--- src/rtl/camera_scroll.sv ---
`timescale 1ns/1ps
// Per-frame camera stage: snapshots Mario, advances a right-only scroll offset
// and emits screen-relative sprite coordinates. Optional macro: CAMERA_SMOOTH_EN.
module camera_scroll #(
    parameter logic [10:0] PUSH_X      = 11'd480,
    parameter logic [10:0] MAX_VIEW_X  = 11'd1024,
    parameter logic [10:0] SCROLL_STEP = 11'd8
) (
    input  logic        clk,
    input  logic        rst,
    input  logic        frame_tick,
    input  logic [10:0] mario_x,
    input  logic [9:0]  mario_y,
    input  logic [5:0]  mario_id,
    output logic [10:0] view_x,
    output logic [10:0] mario_sx,
    output logic [9:0]  mario_sy,
    output logic [5:0]  mario_sid,
    output logic        left_block,
    output logic        snap_valid
);

    localparam int unsigned XW  = 11;
    localparam int unsigned YW  = 10;
    localparam int unsigned IDW = 6;
    localparam int unsigned SW  = 12;

    typedef enum logic [1:0] {IDLE, CALC, COMMIT} state_e;

    state_e          state_q, state_d;
    logic [XW-1:0]   snap_x_q, snap_x_d;
    logic [YW-1:0]   snap_y_q, snap_y_d;
    logic [IDW-1:0]  snap_id_q, snap_id_d;
    logic [XW-1:0]   step_q, step_d;
    logic [XW-1:0]   view_x_q, view_x_d;
    logic [XW-1:0]   mario_sx_q, mario_sx_d;
    logic [YW-1:0]   mario_sy_q, mario_sy_d;
    logic [IDW-1:0]  mario_sid_q, mario_sid_d;
    logic            left_block_q, left_block_d;
    logic            snap_valid_q, snap_valid_d;

    logic [SW-1:0]   push_lim, target, step_w, new_view, snap_x_w;

    always_ff @(posedge clk or negedge rst) begin
        if (!rst) begin
            state_q      <= IDLE;
            snap_x_q     <= '0;
            snap_y_q     <= '0;
            snap_id_q    <= '0;
            step_q       <= '0;
            view_x_q     <= '0;
            mario_sx_q   <= '0;
            mario_sy_q   <= '0;
            mario_sid_q  <= IDW'(32);
            left_block_q <= 1'b0;
            snap_valid_q <= 1'b0;
        end else begin
            state_q      <= state_d;
            snap_x_q     <= snap_x_d;
            snap_y_q     <= snap_y_d;
            snap_id_q    <= snap_id_d;
            step_q       <= step_d;
            view_x_q     <= view_x_d;
            mario_sx_q   <= mario_sx_d;
            mario_sy_q   <= mario_sy_d;
            mario_sid_q  <= mario_sid_d;
            left_block_q <= left_block_d;
            snap_valid_q <= snap_valid_d;
        end
    end

    // Next-state and datapath; all sums are 12 bits so nothing wraps near 2047
    always_comb begin
        state_d      = state_q;
        snap_x_d     = snap_x_q;
        snap_y_d     = snap_y_q;
        snap_id_d    = snap_id_q;
        step_d       = step_q;
        view_x_d     = view_x_q;
        mario_sx_d   = mario_sx_q;
        mario_sy_d   = mario_sy_q;
        mario_sid_d  = mario_sid_q;
        left_block_d = left_block_q;
        snap_valid_d = 1'b0;

        snap_x_w = {1'b0, snap_x_q};
        push_lim = {1'b0, view_x_q} + {1'b0, PUSH_X};
        target   = (snap_x_w > push_lim) ? (snap_x_w - {1'b0, PUSH_X}) : {1'b0, view_x_q};
        if (target > {1'b0, MAX_VIEW_X}) begin
            target = {1'b0, MAX_VIEW_X};
        end
        // target never falls below view_x, so the step cannot go negative
        step_w = target - {1'b0, view_x_q};
`ifdef CAMERA_SMOOTH_EN
        if (step_w > {1'b0, SCROLL_STEP}) begin
            step_w = {1'b0, SCROLL_STEP};
        end
`endif
        new_view = {1'b0, view_x_q} + {1'b0, step_q};

        case (state_q)
            IDLE: begin
                if (frame_tick) begin
                    snap_x_d  = mario_x;
                    snap_y_d  = mario_y;
                    snap_id_d = mario_id;
                    state_d   = CALC;
                end
            end
            CALC: begin
                step_d  = XW'(step_w);
                state_d = COMMIT;
            end
            COMMIT: begin
                view_x_d     = XW'(new_view);
                mario_sx_d   = (snap_x_w >= new_view) ? XW'(snap_x_w - new_view) : '0;
                left_block_d = (snap_x_w <= new_view);
                mario_sy_d   = snap_y_q;
                mario_sid_d  = snap_id_q;
                snap_valid_d = 1'b1;
                state_d      = IDLE;
            end
            default: state_d = IDLE;
        endcase
    end

    assign view_x     = view_x_q;
    assign mario_sx   = mario_sx_q;
    assign mario_sy   = mario_sy_q;
    assign mario_sid  = mario_sid_q;
    assign left_block = left_block_q;
    assign snap_valid = snap_valid_q;

endmodule

--- config.mk ---
export PLATFORM = sky130hd
export DESIGN_NAME = camera_scroll
export DESIGN_NICKNAME = d
export VERILOG_FILES = /design/src/rtl/camera_scroll.sv
export SDC_FILE = /design/constraint.sdc
export NUM_CORES = 1
export LEC_CHECK = 0
export CAP_MARGIN = 20
export CELL_PAD_IN_SITES_DETAIL_PLACEMENT = 1
export CELL_PAD_IN_SITES_GLOBAL_PLACEMENT = 2
export CORE_ASPECT_RATIO = 0.75
export CORE_MARGIN = 5
export CORE_UTILIZATION = 37
export DETAILED_ROUTE_END_ITERATION = 7
export PLACE_DENSITY_LB_ADDON = 0.1
export SLEW_MARGIN = 40
export SYNTH_ARGS = -nofsm -noshare
export SYNTH_HDL_FRONTEND = slang
export SYNTH_SLANG_ARGS = --single-unit
--- constraint.sdc ---
create_clock -name clk -period 6.03 [get_ports clk]
set_input_delay 1.206 -clock clk [delete_from_list [all_inputs] [get_ports clk]]
set_output_delay 1.206 -clock clk [all_outputs]
set_load 0.01 [all_outputs]
==> impl_metrics.yaml <==
drt:
  via_per_inst: 5.41
  antenna_left: 0
  drtIter0Drc: 215
  routed_wl_mm: 14.4
  drc: 0
  num_vias: 4062
  post_drt_wl_per_cell_um: 19.1
  first_pass_iters: 4
synth:
  yosys_warnings: 0
  synthFlopType: "dfrtp_1"
  async_flop_share: 1.00
  synth_nets: 585
  synth_area_leader_cell: "dfrtp_1"
  synth_area_leaders: "dfrtp_1, ha_1, nand2_1, mux2_2, o21ai_0"
  yosys.cell_types.count: 59
  synth_top_area_share: 0.400
  syn_area_per_cell_um2: 9.76
  syn_inst: 507
  synth_seq_cells: 80
  yosysSeqAreaShare: 0.405
  synth_edf_count: 0
  syn-cell-area_mm2: 0.00495
clock_network:
  cts_resized: 0
  insertion_delay_ps: 350
  cts-hold-fix-buffers: 0
  numCtsBuffers: 9
  clock_sinks: 80
  tritoncts: "built"
  cts.clk_slew.worst_paths_ps: 60
  post_cts_buffers: 0
  cts_max_level: 3
  clk_path_buf_depth: 2
  cts-root-buf: "clkbuf_16"
global_route:
  grt_max_degree: 64
  grt_overflow: 0
  grt_pass1_wl_mm: 23.9
  grt_antenna_before_repair: 0
  grt_use_total: 0.194
  grt_pass1_vias: 4346
critical_path:
  rr_worst_depth: 18
  critPathLaunchType: "register"
  critPathRequiredTime_ps: 6310
  cp.arrival_ps: 5210
  critPathKind: "register to register"
  worstPathCellList: "inv_1, ha_1, nand3_1, xnor2_1, ha_1, a21o_1, a21oi_1, o211ai_1, o211ai_1, a21oi_1, a22o_1, ha_1, nor2b_1, o21ai_0, a21boi_0, o211ai_1, a2111oi_0, nand3b_1"
  slowest_delay_ps: 640
  cp_slowest_cell: "o211ai_1"
  end_kind: "register"
  reg2reg_to: "step_q[7]"
  path_buf_inv: 1
  crit_fanout: 11
  critPathTopFamily: "compound AO/OA/AOI/OAI gates"
  r2r_slack_ps: 1110
  reg2reg_from: "view_x[5]"
floorplanning:
  die_w_um: 144
  core-area_mm2: 0.0131
  ios: 70
  start_util: 0.379
  fp.dieH_um: 110
  dieArea_mm2: 0.0158
  placementRows: 36
timing:
  maxClockFrequency_mhz: 203
  fin_crit_ps: 4920
  setup_tns_ps: 0
  fin_crit_sh: 0.816
  final_max_slew_viol_count: 0
  fin_hold_ws_ps: 467
  worstMarginPinSlew_ps: 772
  skew_ps: 8.01
  setup_viol: 0
  max-slew-margin-rel: 0.483
  rsz0062_at_grt: "no"
  hold_viol_final: 0
finish:
  nFillCells: 1517
  n_antenna_cell: 0
  finalNonFillerCells: 751
  drive_gt1_frac: 0.103
  final-seq-area_mm2: 0.00200
  post-route-util: 0.468
  area_growth_pct: 23.7
  multiInputGateArea_mm2: 0.00277
  final_nets: 653
hold_path:
  hold_depth: 2
  worstHoldStart: "snap_id_q[3]"
  worst_hold_path.endpoint: "mario_sid[3]"
  hold_class: "register to register"
job:
  maxCapViolCount: 0
placed_design:
  gp_congestion: 0.853
  dp_hpwl_mm: 10.8
  placedCellCount: 735
  port_buffers: 69
outcome:
  status: "finished, final reports clean"
[per-stage QoR]
step | instance area, um2 | setup WS [ps]
after global placement | 5790 | 1460
after CTS | 6110 | 1180
after global routing | 6120 | 588
after detailed placement | 5790 | 1200
after floorplan | 4950 | 2130
final | 6120 | 1110
[synthesized netlist by cell type (4+ instances only)]
library cell and count:
mux2_2 25, xnor2_1 14, nor2_1 17, a22o_1 5, nand2_1 90, inv_1 26, o21a_1 10, o211ai_1 4
nand2b_1 4, a211oi_1 6, a31oi_1 4, clkbuf_1 10, xor2_1 10, a21o_1 7, a22o_2 9, ha_1 45
nor3_1 7, buf_6 4, o21ai_0 37, o31ai_1 4, nand3_1 10, a32o_1 5, dfrtp_1 79, a21oi_1 18
nor2b_1 5, or3_1 4
[how the worst max path moves through the flow]
| stage | startpoint | endpoint | slack [ps] | cells after the start |
|---|---|---|---|---|
| 6_report | view_x[5] | step_q[7] | 1110 | 18 |
| 3_5_place_dp | view_x[5] | step_q[7] | 1200 | 18 |
| 5_1_grt | view_x[5] | step_q[7] | 590 | 18 |
| 2_1_floorplan | view_x[5] | step_q[10] | 2130 | 21 |
| 3_3_place_gp | view_x[5] | step_q[10] | 1460 | 20 |
| 4_1_cts | view_x[5] | step_q[7] | 1180 | 18 |
[per-layer routing]
layer / GRT usage / wire, um
met5: 0 / 0
met4: 0.0323 / 106
met3: 0.0604 / 778
met2: 0.310 / 6530
met1: 0.265 / 6960
[worst reg2reg max path, delay by kind of cell, from the launching register on]
| family | cells | cell delay, ps |
|---|---|---|
| compound gates | 10 | 2930 |
| fa+ha+maj | 3 | 790 |
| flops | 1 | 470 |
| simple gates | 3 | 420 |
| xor+xnor | 1 | 150 |
| buf+inv | 1 | 120 |
[area by class of cell]
class | count | share of cell area
timing repair buffer | 72 | 0.117
sequential | 80 | 0.327
clock inverter | 6 | 0.0151
tap | 171 | 0.0350
multi-input combinational | 386 | 0.452
clock buffer | 10 | 0.0374
inverter | 26 | 0.0159
[registers in the layout (all words and copies together), names as in the netlist]
| register | cells |
|---|---|
| mario_sid | 6 |
| snap_x_q | 11 |
| step_q | 11 |
| snap_y_q | 10 |
| mario_sx | 11 |
| snap_id_q | 6 |
| left_block | 1 |
| mario_sy | 10 |
| state_q | 2 |
| snap_valid | 1 |
| view_x | 11 |
[cell usage in the layout, fill, tap and decap left out, drive strengths merged, types with 10 or more instances in the layout]
master	n
o21ai	37
o21a	10
dfrtp	79
a22o	14
clkdlybuf4s50	68
clkbuf	10
nand2	90
nand3	10
inv	27
nor2	17
mux2	25
a21oi	18
ha	45
xnor2	14
xor2	10
[kinds of logic after synthesis]
family                     after synthesis  synth area share
AOI/OAI and AO/OA                      129             0.183
xor gates and xnor gates                24            0.0425
adders and majority gates               48             0.126
buffers and inverters                   41            0.0374
DFF                                     80             0.405
muxes                                   25            0.0569
and+or+nand+nor                        160             0.149
Power is left out: the tool's default activity adds up to more than one toggle a clock period on the data nets, which glitch-free logic cannot reach.
